===== config.mk =====
export PLATFORM = sky130hd
export DESIGN_NAME = instr_exec_sequencer
export DESIGN_NICKNAME = d
export VERILOG_FILES = /design/src/rtl/instr_exec_sequencer_pkg.sv /design/src/rtl/instr_exec_sequencer_divider.sv /design/src/rtl/instr_exec_sequencer.sv
export SDC_FILE = /design/constraint.sdc
export NUM_CORES = 2
export LEC_CHECK = 0
export CORE_MARGIN = 5
export CORE_UTILIZATION = 35
export CTS_CLUSTER_SIZE = 25
export DETAILED_ROUTE_END_ITERATION = 7
export DONT_BUFFER_PORTS = 1
export GPL_TIMING_DRIVEN = 0
export PLACE_DENSITY = 0.52
export SETUP_SLACK_MARGIN = 0.05
export SLEW_MARGIN = 30
export SYNTH_ARGS = -nofsm -noshare
export SYNTH_HDL_FRONTEND = slang
export SYNTH_SLANG_ARGS = --single-unit

===== constraint.sdc =====
create_clock -name clk -period 10.8 [get_ports clk]
set_input_delay 1.08 -clock clk [delete_from_list [all_inputs] [get_ports clk]]
set_output_delay 1.08 -clock clk [all_outputs]
set_load 0.005 [all_outputs]

===== src/rtl/instr_exec_sequencer_pkg.sv =====
// Shared types and constants for the instruction execution stage.
// Instruction/operand/result types are common to the instruction register and its sequencer.
package instr_exec_sequencer_pkg;

  localparam int         DIV_ITERS = 32;
  localparam logic [4:0] LFSR_TAPS = 5'b10100;

  typedef enum logic [3:0] {
    ZERO  = 4'd0,
    PASSA = 4'd1,
    PASSB = 4'd2,
    ADD   = 4'd3,
    SUB   = 4'd4,
    MULT  = 4'd5,
    DIV   = 4'd6,
    MOD   = 4'd7
  } opcode_t;

  typedef enum logic [1:0] {
    INC  = 2'd0,
    DEC  = 2'd1,
    RAND = 2'd2
  } order_t;

  typedef logic signed [31:0] operand_t;
  typedef logic signed [63:0] result_t;
  typedef logic        [4:0]  address_t;

  typedef struct packed {
    opcode_t  opcode;
    operand_t op_a;
    operand_t op_b;
    result_t  rezultat;
  } instruction_t;

  typedef enum logic [2:0] {
    IDLE   = 3'd0,
    READ   = 3'd1,
    EXEC   = 3'd2,
    DIVIDE = 3'd3,
    WRITE  = 3'd4,
    FINISH = 3'd5
  } exec_state_t;

  // Fibonacci LFSR x^5+x^3+1: shift left, feedback from the tapped bits.
  function automatic address_t lfsrNext(input address_t value);
    return {value[3:0], ^(value & LFSR_TAPS)};
  endfunction

endpackage


===== src/rtl/instr_exec_sequencer_divider.sv =====
// Iterative signed restoring divider: one quotient bit per cycle on magnitudes,
// signs applied to the outputs (quotient truncates toward zero, remainder follows dividend).
module instr_divider
  import instr_exec_sequencer_pkg::*;
(
  input  logic     clk,
  input  logic     reset,
  input  logic     i_start,
  input  operand_t i_a,
  input  operand_t i_b,
  output result_t  o_quotient,
  output result_t  o_remainder,
  output logic     o_done
);

  logic [31:0] r_rem;
  logic [31:0] r_quo;
  logic [31:0] r_divisor;
  logic        r_negQ;
  logic        r_negR;
  logic [5:0]  r_iter;

  logic [31:0] w_absA;
  logic [31:0] w_absB;
  logic [63:0] w_quoMag;
  logic [63:0] w_remMag;

  assign w_absA = i_a[31] ? (32'd0 - i_a) : i_a;
  assign w_absB = i_b[31] ? (32'd0 - i_b) : i_b;

  function automatic logic [63:0] divStep(input logic [31:0] rem, input logic [31:0] quo,
                                          input logic [31:0] divisor);
    logic [32:0] shifted;
    logic [32:0] diff;
    shifted = {rem, quo[31]};
    diff    = shifted - {1'b0, divisor};
    if (!diff[32])
      return {diff[31:0], quo[30:0], 1'b1};
    return {shifted[31:0], quo[30:0], 1'b0};
  endfunction

  // The start cycle already performs the first iteration, so the result is
  // ready after DIV_ITERS clock edges counting the start edge.
  always_ff @(posedge clk) begin
    if (reset) begin
      r_rem     <= '0;
      r_quo     <= '0;
      r_divisor <= '0;
      r_negQ    <= 1'b0;
      r_negR    <= 1'b0;
      r_iter    <= '0;
    end else if (i_start) begin
      {r_rem, r_quo} <= divStep(32'd0, w_absA, w_absB);
      r_divisor      <= w_absB;
      r_negQ         <= i_a[31] ^ i_b[31];
      r_negR         <= i_a[31];
      r_iter         <= 6'd1;
    end else if (r_iter != 6'd0 && r_iter < 6'(DIV_ITERS)) begin
      {r_rem, r_quo} <= divStep(r_rem, r_quo, r_divisor);
      r_iter         <= r_iter + 6'd1;
    end
  end

  assign w_quoMag    = {32'd0, r_quo};
  assign w_remMag    = {32'd0, r_rem};
  assign o_quotient  = r_negQ ? (64'd0 - w_quoMag) : w_quoMag;
  assign o_remainder = r_negR ? (64'd0 - w_remMag) : w_remMag;
  assign o_done      = (r_iter == 6'(DIV_ITERS));

endmodule


===== src/rtl/instr_exec_sequencer.sv =====
// Walks a range of instruction entries, executes each opcode and writes the
// signed result back to the same entry.
module instr_exec_sequencer
  import instr_exec_sequencer_pkg::*;
(
  input  logic         clk,
  input  logic         reset,
  input  logic         i_start,
  input  order_t       i_order,
  input  address_t     i_first_addr,
  input  logic [5:0]   i_count,
  output address_t     o_rd_addr,
  input  instruction_t i_rd_data,
  output logic         o_wr_en,
  output address_t     o_wr_addr,
  output result_t      o_wr_result,
  output logic         o_busy,
  output logic         o_done,
  output logic         o_div0,
  output logic         o_illegal_op
);

  exec_state_t r_state;
  order_t      r_order;
  address_t    r_addr;
  logic [5:0]  r_remaining;
  opcode_t     r_opcode;
  operand_t    r_opA;
  operand_t    r_opB;
  logic        r_wrEn;
  address_t    r_wrAddr;
  result_t     r_wrResult;
  logic        r_busy;
  logic        r_done;
  logic        r_div0;
  logic        r_illegal;

  result_t     w_a;
  result_t     w_b;
  result_t     w_execResult;
  logic        w_execIllegal;
  logic        w_isDiv;
  logic        w_divByZero;
  logic        w_divStart;
  result_t     w_divQuo;
  result_t     w_divRem;
  logic        w_divDone;
  address_t    w_startAddr;
  logic [5:0]  w_startCount;
  address_t    w_nextAddr;
  logic        w_unused;

  assign w_unused = ^i_rd_data.rezultat;

  assign w_a         = {{32{r_opA[31]}}, r_opA};
  assign w_b         = {{32{r_opB[31]}}, r_opB};
  assign w_isDiv     = (r_opcode == DIV) || (r_opcode == MOD);
  assign w_divByZero = w_isDiv && (r_opB == 32'sd0);
  assign w_divStart  = (r_state == EXEC) && w_isDiv && !w_divByZero;

  // A zero RAND seed would lock the LFSR; its period of 31 caps the pass length.
  assign w_startAddr  = (i_order == RAND && i_first_addr == 5'd0) ? 5'd1 : i_first_addr;
  assign w_startCount = (i_order == RAND && i_count > 6'd31) ? 6'd31 : i_count;

  always_comb begin
    w_execResult  = '0;
    w_execIllegal = 1'b0;
    case (r_opcode)
      ZERO:     w_execResult = '0;
      PASSA:    w_execResult = w_a;
      PASSB:    w_execResult = w_b;
      ADD:      w_execResult = w_a + w_b;
      SUB:      w_execResult = w_a - w_b;
      MULT:     w_execResult = w_a * w_b;
      DIV, MOD: w_execResult = '0;
      default:  w_execIllegal = 1'b1;
    endcase
  end

  always_comb begin
    w_nextAddr = r_addr + 5'd1;
    case (r_order)
      DEC:     w_nextAddr = r_addr - 5'd1;
      RAND:    w_nextAddr = lfsrNext(r_addr);
      default: w_nextAddr = r_addr + 5'd1;
    endcase
  end

  instr_divider u_divider (
    .clk        (clk),
    .reset      (reset),
    .i_start    (w_divStart),
    .i_a        (r_opA),
    .i_b        (r_opB),
    .o_quotient (w_divQuo),
    .o_remainder(w_divRem),
    .o_done     (w_divDone)
  );

  always_ff @(posedge clk) begin
    if (reset) begin
      r_state     <= IDLE;
      r_order     <= INC;
      r_addr      <= '0;
      r_remaining <= '0;
      r_opcode    <= ZERO;
      r_opA       <= '0;
      r_opB       <= '0;
      r_wrEn      <= 1'b0;
      r_wrAddr    <= '0;
      r_wrResult  <= '0;
      r_busy      <= 1'b0;
      r_done      <= 1'b0;
      r_div0      <= 1'b0;
      r_illegal   <= 1'b0;
    end else begin
      r_wrEn <= 1'b0;
      r_done <= 1'b0;
      case (r_state)
        IDLE: begin
          if (i_start) begin
            r_order     <= i_order;
            r_addr      <= w_startAddr;
            r_remaining <= w_startCount;
            r_div0      <= 1'b0;
            r_illegal   <= 1'b0;
            r_busy      <= 1'b1;
            if (i_count == 6'd0) begin
              r_state <= FINISH;
              r_done  <= 1'b1;
            end else begin
              r_state <= READ;
            end
          end
        end
        READ: begin
          r_opcode <= i_rd_data.opcode;
          r_opA    <= i_rd_data.op_a;
          r_opB    <= i_rd_data.op_b;
          r_state  <= EXEC;
        end
        EXEC: begin
          if (w_execIllegal) r_illegal <= 1'b1;
          if (w_divByZero)   r_div0    <= 1'b1;
          if (w_divStart) begin
            r_state <= DIVIDE;
          end else begin
            r_wrEn     <= 1'b1;
            r_wrAddr   <= r_addr;
            r_wrResult <= w_execResult;
            r_state    <= WRITE;
          end
        end
        DIVIDE: begin
          if (w_divDone) begin
            r_wrEn     <= 1'b1;
            r_wrAddr   <= r_addr;
            r_wrResult <= (r_opcode == DIV) ? w_divQuo : w_divRem;
            r_state    <= WRITE;
          end
        end
        WRITE: begin
          r_addr      <= w_nextAddr;
          r_remaining <= r_remaining - 6'd1;
          if (r_remaining == 6'd1) begin
            r_state <= FINISH;
            r_done  <= 1'b1;
          end else begin
            r_state <= READ;
          end
        end
        FINISH: begin
          r_busy  <= 1'b0;
          r_state <= IDLE;
        end
        default: r_state <= IDLE;
      endcase
    end
  end

  assign o_rd_addr    = r_addr;
  assign o_wr_en      = r_wrEn;
  assign o_wr_addr    = r_wrAddr;
  assign o_wr_result  = r_wrResult;
  assign o_busy       = r_busy;
  assign o_done       = r_done;
  assign o_div0       = r_div0;
  assign o_illegal_op = r_illegal;

endmodule


# Word level (Yosys, flattened, before mapping)
# Index checks and enable logic that the tools add are counted.
# op_classes
div,0
bitwise_logic,1
n_shift,0
n_eq_ne,22
order_cmp,2
multipliers,1
n_addsub,12
n_reduce_logical,29
muxes,56
# ops
cell,count
64-bit two-way mux,9
64-bit case mux with 5 select lines,1
32-bit two-way mux,6
64-bit case mux with 2 select lines,1
"1-bit by 32-bit subtractor with 33-bit output, first input constant",2
32-bit by 32-bit multiplier with 64-bit output,1
"1-bit by 32-bit subtractor with 32-bit output, first input constant",2
32-bit by 32-bit adder with 33-bit output,1
1-bit by 32-bit subtractor with 33-bit output,1
32-bit by 32-bit subtractor with 33-bit output,1
33-bit by 32-bit subtractor with 33-bit output,1
32-bit zero test,1
5-bit case mux with 2 select lines,3
5-bit two-way mux,4
1-bit two-way mux,18
"4-bit by 3-bit == test with 1-bit output, second input constant",4
3-bit two-way mux,5
3-bit case mux with 5 select lines,1
6-bit two-way mux,2
6-bit case mux with 2 select lines,1
1-bit case mux with 2 select lines,5
2-bit nonzero test,5
3-bit AND reduction,3
"4-bit by 2-bit == test with 1-bit output, second input constant",2
other kinds (29),43
# totals
ram_bits,0
ff_bits,262
in_bits,148
mem_bits_ro,0
latch_bits,0
memories,0
word_cells,144
output_inout_bits,79

# Longest topological paths before layout
# depth
word_depth,10
mapped_depth,31
depth_no_buf,27

# Modules after synthesis
# Synthesis repeated with hierarchy kept, for this count alone.
# hier_totals
cells_unflattened,6904
hier_area_um2,57576.5
# modules_own_cells
mod,area_each_um2,cells_each,n_inst,seq_area_each_um2
instr_exec_sequencer,47779.6,5557,1,3163.0
instr_divider,9796.9,1347,1,2082.0

# Least setup slack after synthesis
# Ideal clock, no wire load.
# synth_path
kind,reg2reg
start,reg r_opA[31]
end,reg r_wrResult[62] (netlist: o_wr_result[62])
arrival_time_ns,8.250
path_buffers,4
period_less_slack_ns,8.329
path_stages_with_launch,30
setup_ns,0.079
required_ns,10.721
setup_slack_ns,2.471
path_cell_list,dfxtp_1 > clkbuf_1 > clkbuf_1 > buf_1 > nand2_1 > inv_1 > fa_1 > inv_1 > fa_1 > inv_1 > fa_1 > fa_1 > inv_1 > fa_1 > inv_1 > fa_1 > inv_1 > fa_1 > inv_1 > fa_1 > ha_1 > clkbuf_1 > a2111oi_0 > o41ai_1 > a21o_1 > a21oi_1 > a211oi_1 > o211ai_1 > a2111o_1 > o211ai_1
# synth_between
elab_chain_len,4
elab_cells_between_ends,6
classes_between,add/sub (2); mul (1); mux (3)
# synth_lines
item,line,text
"start, declared",instr_exec_sequencer.sv:28,operand_t r_opA;
"start signal, assigned",instr_exec_sequencer.sv:138,r_opA <= i_rd_data.op_a;
32-bit by 32-bit multiplier with 64-bit output (tied with other cells),instr_exec_sequencer.sv:74,MULT: w_execResult = w_a * w_b;
64-bit case mux with 5 select lines (*),instr_exec_sequencer.sv:68,case (r_opcode)
64-bit two-way mux (*),instr_exec_sequencer.sv:145,if (w_divStart) begin
64-bit case mux with 2 select lines (*),instr_exec_sequencer.sv:119,case (r_state)
"end signal, assigned",instr_exec_sequencer.sv:150,r_wrResult <= w_execResult;
"end signal, assigned",instr_exec_sequencer.sv:158,r_wrResult <= (r_opcode == DIV) ? w_divQuo : w_divRem;
"end, declared",instr_exec_sequencer.sv:32,result_t r_wrResult;
# Every way passes the cells marked *; elsewhere a longest branch is shown, timed or not. The select of a mux whose other input is x is not followed.
# A chain may end at the register's enable or synchronous reset.

# Worst setup path after layout
# layout_path
start,reg r_opB[31]
end,reg r_wrResult[62] (netlist: o_wr_result[62])
# layout_between
elab_chain_len,6
elab_cells_between_ends,12
classes_between,add/sub (2); mul (1); eq/ne (1); mux (3); reduce/logical (5)
# layout_lines
item,line,text
"start, declared",instr_exec_sequencer.sv:29,operand_t r_opB;
"start signal, assigned",instr_exec_sequencer.sv:139,r_opB <= i_rd_data.op_b;
"parallel branches: the longest is 6 deep, another holds 32-bit by 32-bit multiplier with 64-bit output",n/a,
# Parallel ways; which one is timed is not known. The select of a mux whose other input is x is not followed.

==> results.rst <==
.. list-table::
   :header-rows: 1

   * - Metric
     - Value
   * - Final wirelength
     - 263,000 um
   * - Run status
     - finished, final reports clean
   * - Final WS setup
     - 147 ps
   * - Cell area after synthesis
     - 56,400 um2
   * - Mapped Cells
     - 6,697
   * - Core Area
     - 160,000 um2
   * - Max stage delay cell, worst path
     - buf_2
   * - Longest Clk Path Bufs
     - 3
   * - Launching instance or port of the critical path
     - r_opB[31]
   * - Clock period minus final worst setup slack
     - 10,650 ps
   * - Setup-violating endpoint count in the final report
     - 0
   * - Number of DRC violations after detailed-routing iteration 0
     - 5,321
   * - Seq/Total Area, Yosys
     - 9.31%
   * - Post-synthesis sequential element count
     - 262
   * - Area after DPL
     - 59,300 um2
   * - Setup Slack @ Placement
     - -1310 ps
   * - Number of port buffers
     - 0
   * - HPWL after DPL
     - 220,000 um
   * - Data arrival time of the critical path
     - 11,180 ps
   * - H-Tree Depth
     - 2
   * - Final max-slew violation count
     - 0
   * - Global-route usage over all layers
     - 30.9%
   * - Critical Path Start Type
     - register
   * - Clock skew
     - 50.0 ps
   * - Global placement routability congestion
     - 1.00
   * - Residual overflow from global routing
     - 0
   * - Crit end category
     - register
   * - Setup bufs post-CTS
     - 0
   * - Proportion of netlist area held by the largest area contributor
     - 38.6%
   * - Worst Hold Class
     - register to register
   * - CTS tree
     - done
   * - Number of ports placed on the die boundary
     - 227
   * - Number of instances on the worst hold path
     - 2
   * - Avg Cell Area, Syn
     - 8.41 um2
   * - Vias post-DR
     - 50.4k
   * - Antenna violations before repair
     - 38
   * - Clock sink count
     - 262
   * - Post-synth ARST share
     - 0%
   * - Layout Nets
     - 8,266
   * - Data required time at the worst endpoint
     - 11,320 ps
   * - Total non-filler cell area in the finished layout
     - 60,600 um2
   * - Startpoint of the most critical register-to-register path
     - r_opB[31]
   * - Vias in the first global route
     - 51.7k
   * - Maxcap violations
     - 0
   * - Commonest register cell after synthesis
     - dfxtp_1
   * - Hold Path End
     - u_divider.r_divisor[0]
   * - Register-to-Register Path Depth
     - 27
   * - Pre-Repair DR Iteration Count
     - 7
   * - Transition time at the pin with the least slew margin
     - 1180 ps
   * - Syn nets
     - 8,225
   * - Highest ir drop seen on vdd
     - 222 uV
   * - Number of enable flip-flop cells after synthesis
     - 0
   * - Crit Path Category
     - register to register
   * - Count of warnings emitted by yosys
     - 0
   * - DIE AREA
     - 169,000 um2
   * - Unrepaired setup endpoints after global routing
     - true
   * - Count of endpoints failing hold in the final timing report
     - 0
   * - HP Start
     - u_divider.r_divisor[0]
   * - Antenna viol nets, final
     - 0
   * - Flop-to-flop setup slack
     - 150 ps
   * - Die Height
     - 411 um
   * - Wire length per cell after detailed routing
     - 29.4 um
   * - Area contributors post-synth
     - fa_1, dfxtp_1, inv_1, ha_1, nand2_1
   * - Share of post-route cells with drive strength above 1
     - 3.15%
   * - Clock latency of the later-clocked register in the worst-skew pair
     - 610 ps
   * - DRC violations left
     - 0
   * - Die width
     - 411 um
   * - Remaining max-slew budget at the tightest pin
     - 21.2%
   * - Number of different library cells in the post-synthesis netlist
     - 95
   * - Cell type contributing the most total cell area after synthesis
     - fa_1
   * - Clock transition time at the flip-flop clock pins of the worst setup and hold paths
     - 80 ps
   * - Leading cell type by number of instances after synthesis
     - inv_1
   * - Largest net degree at the start of global routing
     - 20
   * - Initial Utilization
     - 35.1%
   * - Final clock period utilization by the worst path
     - 98.6%
   * - Most frequent cells after synthesis
     - inv_1, fa_1, nand2_1
   * - Reg2Reg Capture Point
     - o_wr_result[62]
   * - Wire length of the first global-routing pass
     - 377,000 um
   * - Power density over the cells
     - 122 nW/um2
   * - Worst hold slack
     - 474 ps
   * - Critical Path Max Stage Delay
     - 610 ps
   * - Buffer type at the clock tree root
     - clkbuf_16
   * - Vias/cell
     - 5.64
   * - Cell mode on critical path
     - fa_1
   * - Number of standard-cell rows in the floorplan
     - 147
   * - Highest Clock Rate
     - 0.0939 GHz
   * - Cell leakage power
     - 27.7 nW
   * - Number of buffers created by CTS
     - 34
   * - Total of hold buffers inserted after clock tree synthesis
     - 0
   * - Maximum fanout along the worst path
     - 10
   * - Synth-to-Final Area Change
     - 7.48%
[area by class of cell]
cell class / count / area (um2)
fill: 16900 / 99800
multi-input combinational: 4879 / 45300
sequential: 262 / 5250
inverter: 1097 / 4120
tap: 2160 / 2700
buffer: 457 / 1860
clock buffer: 46 / 956
clock inverter: 13 / 223
timing repair buffer: 7 / 88.8
antenna: 20 / 50.0
[cells by family after synthesis]
| group | count (synthesis) | synth area share (%) |
|---|---|---|
| AOI/OAI and AO/OA | 1110 | 13.1 |
| xor gates and xnor gates | 219 | 3.40 |
| adders and majority gates | 1380 | 45.1 |
| buffers and inverters | 1556 | 10.5 |
| DFF | 262 | 9.31 |
| muxes | 40 | 0.724 |
| and+or+nand+nor | 2130 | 17.9 |
[flip-flops by register name, indices dropped and copies added (netlist names), 2 cells and up]
| signal | flops |
|---|---|
| o_rd_addr | 5 |
| o_wr_addr | 5 |
| o_wr_result | 64 |
| r_opA | 32 |
| r_opB | 32 |
| r_opcode | 4 |
| r_order | 2 |
| r_remaining | 6 |
| r_state | 3 |
| u_divider.r_divisor | 32 |
| u_divider.r_iter | 6 |
| u_divider.r_quo | 32 |
| u_divider.r_rem | 32 |
[stage by stage]
stage	util (%)	std cells	total power [mW]	setup TNS, ps
CTS	37.7	8921	7.28	0
finish	37.8	8941	7.38	0
global placement	36.8	8857	5.96	-14330
detailed placement	36.9	8863	5.95	-6570
global route	37.7	8922	7.77	-4.93
floorplan	-	6697	4.23	0
[cell usage in the layout, fill, tap and decap left out, types with 37 or more instances in the layout]
| cell type | synthesis | final |
|---|---|---|
| a21o_1 | 69 | 69 |
| o21ai_0 | 191 | 190 |
| and2_1 | 462 | 462 |
| a211oi_1 | 78 | 78 |
| a21oi_1 | 331 | 330 |
| nand2_1 | 899 | 899 |
| inv_1 | 1094 | 1094 |
| fa_1 | 1086 | 1084 |
| xnor2_1 | 159 | 159 |
| nand2b_1 | 38 | 38 |
| dfxtp_1 | 262 | 261 |
| nor3_1 | 87 | 86 |
| nand3_1 | 52 | 52 |
| o211ai_1 | 46 | 46 |
| a311oi_1 | 44 | 44 |
| clkbuf_1 | 416 | 360 |
| nor2_1 | 389 | 387 |
| clkbuf_2 | 0 | 60 |
| o31ai_1 | 39 | 39 |
| mux2i_1 | 37 | 37 |
| ha_1 | 294 | 294 |
| xor2_1 | 60 | 60 |
| a31oi_1 | 39 | 38 |
[timing repair]
item | CTS | global route
endpoints found under the hold margin | 0 | 0
endpoints found under the setup margin | 15 | 9
resized for setup | 14 | 8
[per-layer routing]
layer | share of wire (%) | global-route usage, % | vias to the layer above
li1 | - | - | 21300
met1 | 42 | 42.3 | 26100
met2 | 44 | 47.6 | 2445
met3 | 8.8 | 6.10 | 560
met4 | 5.2 | 13.1 | 18
met5 | 0.044 | 0 | -
[how the worst max path moves through the flow]
stage / cells past startpoint / endpoint / slack (ps)
2_1_floorplan: 29 / o_wr_result[62] / 2470
3_3_place_gp: 28 / o_wr_result[62] / -1820
3_5_place_dp: 28 / o_wr_result[62] / -1310
4_1_cts: 28 / o_wr_result[62] / 100
5_1_grt: 26 / o_wr_result[62] / -5
6_report: 27 / o_wr_result[62] / 150
[power by group]
group,internal (mW),leakage (nW),switching (mW)
registers,1.05,2.13,0.133
clock network,0.724,0.571,0.549
logic,1.59,25.0,3.33
total,3.37,27.7,4.02
[worst max-delay path: cells and delay by family, from the launching register on]
kind	cells	cell delay, ps
flops	1	450
buf+inv	7	2580
compound gates	6	1830
simple gates	5	1280
fa+ha+maj	9	4440
Power figures use the tool's default switching activity.
